File: src/rtl/bcd_tick_counter.sv
// bcd_tick_counter: two-digit BCD up/down counter stepped by rising edges of an
// asynchronous slow tick, with registered 7-segment drivers for HEX1/HEX0.
// Optional build macro: LEADING_ZERO_BLANK_EN (blank the tens display while it is 0).
`timescale 1ns/1ps

// One registered 7-segment digit driver. Decodes in active-high form and applies
// the board polarity once at the register input.
module bcd_seg_digit #(
    parameter bit SEG_ACTIVE_LOW = 1'b1,
    parameter bit BLANK_ZERO     = 1'b0
) (
    input  logic       clk_in,
    input  logic       rst_n,
    input  logic [3:0] digit,
    output logic [6:0] seg
);
    // XOR mask turning active-high patterns into the board polarity
    localparam logic [6:0] POL     = SEG_ACTIVE_LOW ? 7'h7F : 7'h00;
    // What a zero digit looks like right after reset (blank if zero is suppressed)
    localparam logic [6:0] RST_LIT = BLANK_ZERO ? 7'h00 : 7'h3F;

    // {g,f,e,d,c,b,a}, 1 = lit; anything outside 0..9 is dark
    function automatic logic [6:0] decode(input logic [3:0] d);
        case (d)
            4'd0:    decode = 7'h3F;
            4'd1:    decode = 7'h06;
            4'd2:    decode = 7'h5B;
            4'd3:    decode = 7'h4F;
            4'd4:    decode = 7'h66;
            4'd5:    decode = 7'h6D;
            4'd6:    decode = 7'h7D;
            4'd7:    decode = 7'h07;
            4'd8:    decode = 7'h7F;
            4'd9:    decode = 7'h6F;
            default: decode = 7'h00;
        endcase
    endfunction

    logic [6:0] lit;

    generate
        if (BLANK_ZERO) begin : g_blank
            assign lit = (digit == 4'd0) ? 7'h00 : decode(digit);
        end else begin : g_plain
            assign lit = decode(digit);
        end
    endgenerate

    // Display register: follows the count one cycle later
    always_ff @(posedge clk_in) begin
        if (!rst_n) seg <= RST_LIT ^ POL;
        else        seg <= lit ^ POL;
    end
endmodule

module bcd_tick_counter #(
    parameter int MAX_COUNT      = 59,
    parameter bit SEG_ACTIVE_LOW = 1'b1
) (
    input  logic       clk_in,
    input  logic       rst_n,
    input  logic       tick_in,
    input  logic       en,
    input  logic       up_dn,
    input  logic       load,
    input  logic [7:0] load_val,
    output logic [7:0] count_bcd,
    output logic       carry,
    output logic [6:0] hex0,
    output logic [6:0] hex1
);
    localparam int         NUM_DIGITS = 2;
    localparam int         ARM_STAGES = 3;
    localparam logic [3:0] MAX_TENS   = 4'(MAX_COUNT / 10);
    localparam logic [3:0] MAX_UNITS  = 4'(MAX_COUNT % 10);
    localparam logic [7:0] MAX_BCD    = {MAX_TENS, MAX_UNITS};

`ifdef LEADING_ZERO_BLANK_EN
    localparam bit LZB = 1'b1;
`else
    localparam bit LZB = 1'b0;
`endif

    logic                  s1, s2, s3;
    logic [ARM_STAGES-1:0] arm_pipe;
    logic                  rise;
    logic [3:0]            units, tens;
    logic [7:0]            step_val;
    logic                  step_wrap;
    logic                  ld_ok;

    // Two-flop synchroniser plus history flop; arm_pipe fills with ones after
    // reset so an input already high at release cannot look like an edge
    always_ff @(posedge clk_in) begin
        if (!rst_n) begin
            s1       <= 1'b0;
            s2       <= 1'b0;
            s3       <= 1'b0;
            arm_pipe <= '0;
        end else begin
            s1       <= tick_in;
            s2       <= s1;
            s3       <= s2;
            arm_pipe <= {arm_pipe[ARM_STAGES-2:0], 1'b1};
        end
    end

    assign rise  = s2 & ~s3 & arm_pipe[ARM_STAGES-1];
    assign units = count_bcd[3:0];
    assign tens  = count_bcd[7:4];

    // Next count for one step in the requested direction, nibble-wise BCD
    always_comb begin
        step_val  = count_bcd;
        step_wrap = 1'b0;
        if (up_dn) begin
            if (count_bcd == MAX_BCD) begin
                step_val  = 8'h00;
                step_wrap = 1'b1;
            end else if (units == 4'd9) begin
                step_val = {tens + 4'd1, 4'd0};
            end else begin
                step_val = {tens, units + 4'd1};
            end
        end else begin
            if (count_bcd == 8'h00) begin
                step_val  = MAX_BCD;
                step_wrap = 1'b1;
            end else if (units == 4'd0) begin
                step_val = {tens - 4'd1, 4'd9};
            end else begin
                step_val = {tens, units - 4'd1};
            end
        end
    end

    // With both nibbles valid, BCD order equals numeric order, so a plain
    // byte compare against MAX_BCD is the range check
    assign ld_ok = (load_val[7:4] <= 4'd9) && (load_val[3:0] <= 4'd9) &&
                   (load_val <= MAX_BCD);

    // Count register: load beats step; carry only on the wrapping step
    always_ff @(posedge clk_in) begin
        if (!rst_n) begin
            count_bcd <= 8'h00;
            carry     <= 1'b0;
        end else begin
            carry <= 1'b0;
            if (load) begin
                count_bcd <= ld_ok ? load_val : 8'h00;
            end else if (rise && en) begin
                count_bcd <= step_val;
                carry     <= step_wrap;
            end
        end
    end

    logic [NUM_DIGITS-1:0][6:0] seg;

    genvar g;
    generate
        for (g = 0; g < NUM_DIGITS; g++) begin : g_dig
            bcd_seg_digit #(
                .SEG_ACTIVE_LOW (SEG_ACTIVE_LOW),
                .BLANK_ZERO     ((g == 1) && LZB)
            ) u_dig (
                .clk_in (clk_in),
                .rst_n  (rst_n),
                .digit  (count_bcd[g*4 +: 4]),
                .seg    (seg[g])
            );
        end
    endgenerate

    assign hex0 = seg[0];
    assign hex1 = seg[1];
endmodule

File: config.mk
export PLATFORM = sky130hd
export DESIGN_NAME = bcd_tick_counter
export DESIGN_NICKNAME = d
export VERILOG_FILES = /design/src/rtl/bcd_tick_counter.sv
export SDC_FILE = /design/constraint.sdc
export NUM_CORES = 1
export LEC_CHECK = 0
export CAP_MARGIN = 20
export CORE_ASPECT_RATIO = 2
export CORE_MARGIN = 10
export CORE_UTILIZATION = 48
export CTS_CLUSTER_SIZE = 16
export DETAILED_ROUTE_END_ITERATION = 16
export PLACE_DENSITY = 0.76
export SLEW_MARGIN = 40
export SYNTH_ARGS = -nofsm -noshare
export SYNTH_HDL_FRONTEND = slang
export SYNTH_SLANG_ARGS = --single-unit
File: constraint.sdc
create_clock -name clk_in -period 2.55 [get_ports clk_in]
set_clock_uncertainty 0.05 [all_clocks]
set_input_delay 0.51 -clock clk_in [delete_from_list [all_inputs] [get_ports clk_in]]
set_output_delay 0.51 -clock clk_in [all_outputs]
set_load 0.01 [all_outputs]
==> metrics.md, run 1 <==
| Metric | Value |
|---|---|
| Post-synth EDFFs | `0` |
| Max Root-Sink Buffers | `2` |
| Arrival time worst endpoint | `~2600 ps` |
| Count of cell types in the netlist | `62` |
| Drt wl/cell | `about 16 um` |
| CTS tree | `yes` |
| Synthesized flop and latch total | `43` |
| RSZ-0062 raised after global routing | `no` |
| Total clock buffers created by CTS | `5` |
| # DRC | `0` |
| Clk_lat worst skew | `~290 ps` |
| Clk sinks | `43` |
| Final Power | `1450 uW` |
| GR Util All Layers | `0.161` |
| Area after DPL | `2980 um^2` |
| Slew Viols, Final | `0` |
| Post-synth ARST share | `0` |
| Initial antenna violation count | `0` |
| Maximum VDD drop | `about 350 uV` |
| H-tree levels | `2` |
| CP Cell Sequence | `clkdlybuf4s50_1 -> and4b_2 -> o211a_1 -> nor2_2 -> nor2_2 -> a211oi_2 -> buf_4 -> ha_2 -> a2111o_1 -> o221ai_2` |
| Worst R2R End | `g_dig[1].u_dig.lit[6]$_DFF_P_` |
| Core area | `4380 um^2` |
| CP Class | `in2reg` |
| Area grow syn2layout | `45.4%` |
| First-pass GRT wire length | `between 9000 and 10000 um` |
| Starting Density | `0.503` |
| CP Capture Type | `flip-flop` |
| Type of the worst min-delay path | `reg2reg` |
| Synthesized area per cell | `about 9.1 um^2` |
| YS warnings | `0` |
| Min-delay src | `g_dig[0].u_dig.lit[2]$_DFF_P_` |
| CTS clk-pin slew, worst paths | `~80 ps` |
| I/O pin count | `37` |
| Endpoints failing hold | `0` |
| Status | `complete, no violations` |
| Min cycle time layout | `2460 ps` |
| Gate Count Post-Synth | `243` |
| Leak | `0.00139 uW` |
| DR vias/cell | `5.46` |
| Port Buffer Count | `36` |
| Nets | `365` |
| Dpl hpwl | `4820 um` |
| CP most frequent cell | `nor2_2` |
| Routed Antenna Nets | `0` |
| Count of hold-fix buffers inserted at cts | `0` |
| Syn_nets | `272` |
| Clock root cell | `clkbuf_8` |
| Fmax | `407 MHz` |
| Max transition margin | `0.754` |
| Hold path cells | `1` |
| PD cells | `453 nW/um^2` |
| Detailed Routing Iterations Pass 1 | `4` |
| Via count | `2134` |
| N_diodes | `0` |
| 1st-iter DRT viols | `78` |
| Endpoint, Worst Hold | `g_dig[0].u_dig.seg[2]$_SDFF_PN0_` |
| Worst r2r path cells | `11` |
| Share of layout cells above drive strength 1 | `0.315` |
| Die Y | `around 120 um` |
| Critical path's slowest cell | `clkdlybuf4s50_1` |
| Reg2Reg Setup Slack | `100 ps` |
| Actual slew at the worst max-slew pin | `between 300 and 400 ps` |
| Final period utilization | `0.964` |
| Number of max-cap violations | `0` |
| Vias in the first global route | `2169` |
| Row cnt | `34` |
| Post-Syn Area | `2210 um^2` |
| Kind of cell with the highest combined delay on the critical path | `compound AO/OA/AOI/OAI gates` |
| # setup viols final | `0` |
| Worst-path fanout max | `5` |
| Worst path buffer plus inverter count | `2` |
| Final WL | `around 6100 um` |
| CP required | `2710 ps` |
| Die width | `67.9 um` |
| Max stage delay on crit path | `between 400 and 500 ps` |
| Largest net degree at the start of global routing | `15` |
| Die area | `7870 um^2` |
| Setup TNS Final | `0 ps` |
| Main synth FF type | `dfxtp_1` |
| CP Launch Type | `input pin` |
| GR Overflow Total | `0` |
| Crit Reg-Reg Startpoint | `count_bcd[5]$_SDFFE_PN0N_` |
| Gpl congestion | `0.906` |
| Post-route cell area | `3210 um^2` |
| Seq/Total Area, Yosys | `0.390` |
[cell usage after synthesis, types with 2 or more instances]
master    number  area share
a32oi_1        3       0.012
o21ai_2        3       0.012
xnor2_1        3       0.012
mux2i_1        4       0.018
buf_6          3       0.015
a21oi_1       10       0.023
o21ai_0        8       0.018
a22o_1         2      0.0079
a211oi_1       4       0.014
ha_1          15       0.085
nor2_1        23       0.039
o221ai_1       2      0.0079
clkbuf_1       3      0.0051
nand3_1        4      0.0091
inv_1         15       0.026
nand2_1       12       0.020
buf_2          7       0.016
a31oi_1        3      0.0085
o22ai_1        4       0.011
o21bai_1       2      0.0068
and2_1        14       0.040
and4b_1        2      0.0091
nand4_1        2      0.0057
nor2b_1        5       0.014
nor3_1         8       0.018
dfxtp_1       43        0.39
nand4b_1       4       0.016
[worst reg2reg max path, stage by stage (launching register included)]
cell      delay [ps]
dfxtp_2          330
inv_2             50
ha_2             160
or3b_4           380
nand4_1          170
o311ai_4         130
nor2_2           160
a211oi_2          60
buf_4            160
ha_2             180
a2111o_1         370
o221ai_2         160
[flip-flops by register name, summed over array words and instances (netlist names)]
name / cells
s3: 1
carry: 1
arm_pipe: 3
g_dig.u_dig.seg: 14
s2: 1
s1: 1
count_bcd: 8
g_dig.u_dig.lit: 14
[kinds of logic after synthesis]
kind of cell               count (synthesis)  share of synthesized area
adders and majority gates                 15                     0.0851
AOI/OAI and AO/OA                         58                      0.199
muxes                                      4                     0.0182
buffers and inverters                     29                     0.0635
and+or+nand+nor                           90                      0.228
xor gates and xnor gates                   4                     0.0159
DFF                                       43                      0.390
[cell usage in the layout (no fill, tap or decap), drive strengths merged, types with 5 or more instances in the layout]
cell type      instances
clkbuf                 6
a211oi                 5
nor3                   9
inv                   16
nor2b                  5
dfxtp                 43
nand2                 12
clkdlybuf4s50         30
a21oi                 11
and2                  15
nor2                  24
ha                    15
o21ai                 11
buf                   63
[power breakdown]
part	total, uW	switching (uW)	internal, uW
clock network	417	225	191
registers	725	15.7	709
logic	312	147	165
total	1450	388	1070
[per-layer routing]
metal / track usage / share of wire
met1: 0.154 / 0.35
met2: 0.304 / 0.57
met3: 0.0232 / 0.043
met4: 0.0918 / 0.040
met5: 0 / 0
[repair_timing]
item                       in CTS  in global routing
buffers inserted                3                  4
pin swaps                       5                 10
resized for setup              16                 19
setup endpoints to repair       8                 12
hold endpoints to repair        0                  0
[worst max path at each step]
stage                start                            end  slack [ps]  cells after the start
3_5_place_dp          load  g_dig[1].u_dig.lit[3]$_DFF_P_        -530                     10
3_3_place_gp   load_val[1]  g_dig[1].u_dig.lit[3]$_DFF_P_        -470                     10
2_1_floorplan  load_val[1]  g_dig[1].u_dig.lit[3]$_DFF_P_          20                      9
6_report                en  g_dig[1].u_dig.lit[6]$_DFF_P_          90                     10
5_1_grt                 en  g_dig[0].u_dig.lit[4]$_DFF_P_           7                     11
4_1_cts        load_val[3]  g_dig[0].u_dig.lit[4]$_DFF_P_           9                     12
[through the flow]
stage                     worst slack (ps)  hold WS, ps  std cells  utilization
after CTS                             9.20          322        387        0.716
after global placement                -467          304        376        0.680
after global routing                  6.88          344        391        0.732
after floorplan                       18.9          302        243            -
after detailed placement              -526          311        376        0.680
final                                 93.0          323        391        0.732
[area by class of cell]
cell class	instances	area (um^2)
Multi-Input combinational cell	171	1300
Clock inverter	2	12.5
Clock buffer	6	72.6
Sequential cell	43	862
Fill cell	334	1170
Timing Repair Buffer	99	833
Inverter	16	62.6
Tap cell	54	67.6
(Power assumes the default switching activity.)
==> inputs of run 2 (changes only) <==
--- a/config.mk
+++ b/config.mk
@@ -8,10 +8,11 @@
 export CAP_MARGIN = 20
 export CORE_ASPECT_RATIO = 2
 export CORE_MARGIN = 10
-export CORE_UTILIZATION = 48
-export CTS_CLUSTER_SIZE = 16
+export CORE_UTILIZATION = 53
+export CTS_CLUSTER_SIZE = 12
 export DETAILED_ROUTE_END_ITERATION = 16
-export PLACE_DENSITY = 0.76
+export HOLD_SLACK_MARGIN = 0.05
+export PLACE_DENSITY = 0.8
 export SLEW_MARGIN = 40
 export SYNTH_ARGS = -nofsm -noshare
 export SYNTH_HDL_FRONTEND = slang
==> constraint.sdc (replaced) <==
create_clock -name clk_in -period 2.3 [get_ports clk_in]
set_clock_uncertainty 0.05 [all_clocks]
set_input_delay 0.46 -clock clk_in [delete_from_list [all_inputs] [get_ports clk_in]]
set_output_delay 0.46 -clock clk_in [all_outputs]
set_load 0.01 [all_outputs]
==> run 2 against run 1 <==
The run now ends with negative setup slack left. Cell count rose by 1.0%. Final area rose by 3.5%. Routed wire length rose by 24%. Critical path depth rose by 2. Clock-buffer cell count did not move. Sequential share of layout area fell by 0.58 points. Critical endpoint unchanged. Highest routed layer unchanged.
==> metrics.md, run 2 (synthesis results as in run 1) <==
| Metric | Value |
|---|---|
| Max transition margin | `0.657 (-0.0969)` |
| Most frequent cells in the layout | `buf_4 (65), dfxtp_1 (39), clkdlybuf4s50_1 (27), nor2_1 (21), and2_1 (14)` |
| DR vias/cell | `5.99 (+9.7%)` |
| Area after DPL | `3060 um^2 (+2.6%)` |
| Clk sinks | `43 (unchanged)` |
| Max Root-Sink Buffers | `2 (unchanged)` |
| RSZ-0062 raised after global routing | `yes` |
| Type of the worst min-delay path | `reg2reg` |
| Launch point of the worst path | `count_bcd[5]$_SDFFE_PN0N_` |
| Drt wl/cell | `19.0 um (+23%)` |
| Initial antenna violation count | `0 (unchanged)` |
| Clk_lat worst skew | `300 ps (about the same)` |
| Post-route cell area | `3320 um^2 (+3.5%)` |
| Endpoints failing hold | `0 (unchanged)` |
| Final Worst Setup Slack | `-107 ps (-200 ps)` |
| GR Overflow Total | `0 (unchanged)` |
| Min-delay src | `g_dig[0].u_dig.lit[3]$_DFF_P_` |
| H-tree levels | `2 (unchanged)` |
| # setup viols final | `11 (+11)` |
| Filler Cell Count | `256 (-23%)` |
| Failing checks | `negative setup slack` |
| Gpl congestion | `0.948 (+4.6%)` |
| I/O pin count | `37 (unchanged)` |
| N_diodes | `0 (unchanged)` |
| Status | `finished, violations left` |
| Starting Density | `0.545 (+0.0417)` |
| Area grow syn2layout | `50.6%` |
| Die Y | `111 um (-4.0%)` |
| Maximum VDD drop | `414 uV (+19%)` |
| Nets | `371 (+1.6%)` |
| Die area | `7300 um^2 (-7.3%)` |
| Largest net degree at the start of global routing | `15 (unchanged)` |
| CP Launch Type | `flip-flop` |
| Share of layout cells above drive strength 1 | `0.353 (+0.0382)` |
| Most common cell after layout, fill and taps aside | `buf_4` |
| Final period utilization | `1.05` |
| Total clock buffers created by CTS | `5 (unchanged)` |
| Final WL | `7520 um (+24%)` |
| Vias in the first global route | `2408 (+11%)` |
| Dpl hpwl | `5140 um (+6.7%)` |
| CTS tree | `yes` |
| First-pass GRT wire length | `11500 um (+15%)` |
| GR Util All Layers | `0.199 (+0.0380)` |
| Die width | `65.6 um (-3.4%)` |
| PD cells | `498 nW/um^2 (+9.9%)` |
| Crit Reg-Reg Startpoint | `count_bcd[5]$_SDFFE_PN0N_` |
| Fmax | `416 MHz` |
| # DRC | `0 (unchanged)` |
| CP Class | `reg2reg` |
| Slew Viols, Final | `0 (unchanged)` |
| Detailed Routing Iterations Pass 1 | `5 (+1)` |
| Via count | `2365 (+11%)` |
| Min cycle time layout | `2410 ps` |
| Worst slack, placed | `-586 ps (-60.0 ps)` |
| CP required | `2420 ps (-290 ps)` |
| CTS clk-pin slew, worst paths | `90 ps (about the same)` |
| Worst-path fanout max | `3 (-2)` |
| Routed Antenna Nets | `0 (unchanged)` |
| Row cnt | `33 (-2.9%)` |
| Count of hold-fix buffers inserted at cts | `0 (unchanged)` |
| 1st-iter DRT viols | `185 (+140%)` |
| Leak | `0.00143 uW (+3.5%)` |
| Number of max-cap violations | `0 (unchanged)` |
| Port Buffer Count | `36 (unchanged)` |
| Clock root cell | `clkbuf_8` |
| Actual slew at the worst max-slew pin | `511 ps (+144 ps)` |
| Arrival time worst endpoint | `2530 ps (-90 ps)` |
| Core area | `4050 um^2 (-7.7%)` |
| Hold Slack | `326 ps (+3.07 ps)` |
| CP Capture Type | `flip-flop` |
[run 2: stage by stage]
stage,util,setup TNS (ps),total power (uW),std cells
floorplan,-,-16.7,981,243
global placement,0.755,-7580,1140,378
detailed placement,0.755,-8380,1150,378
CTS,0.799,0,1620,391
global route,0.821,-1840,1720,395
finish,0.821,-715,1660,395
[run 2: final cells by class]
type	instances	area, um^2	area share
sequential	43	873	0.263
tap	52	65.1	0.0196
inverter	16	62.6	0.0188
timing repair buffer	105	881	0.265
clock inverter	2	11.3	0.00339
clock buffer	6	72.6	0.0218
multi-input combinational	171	1360	0.408
[run 2: repair_timing]
action | CTS | global route
gates resized for setup | 28 | 22
buffers inserted | 5 | 4
endpoints found under the setup margin | 16 | 14
pin swaps | 14 | 13
[run 2: final timing paths]
kind	depth (start not counted)	slack, ps	end
worst max register to register	12	-110	g_dig[1].u_dig.lit[6]$_DFF_P_
worst min-delay path	1	330	g_dig[0].u_dig.seg[3]$_SDFF_PN0_
worst max-delay path	12	-110	g_dig[1].u_dig.lit[6]$_DFF_P_
worst min register to register	1	330	g_dig[0].u_dig.seg[3]$_SDFF_PN0_
[run 2: worst max-delay path, cell delays in order, from the launching register on]
cell and delay, ps:
dfxtp_4 360, inv_4 40, ha_2 160, nand3b_1 130
nand4b_1 220, o311ai_4 410, nor2_4 80, a211oi_4 220
buf_4 170, ha_4 140, nand2_1 60, nand4_1 120
o221ai_2 110
[run 2: report_power, final]
group	leakage (uW)	switching [uW]	total [uW]	internal, uW
sequential	0.000356	20.6	806	785
combinational	0.00103	190	384	194
clock	0.0000455	253	466	213
total	0.00143	463	1660	1190
[run 2: routing by layer]
| metal | routed length (um) | GRT usage |
|---|---|---|
| met5 | 0 | 0 |
| met4 | 537 | 0.136 |
| met3 | 505 | 0.0455 |
| met2 | 4080 | 0.376 |
| met1 | 2400 | 0.168 |
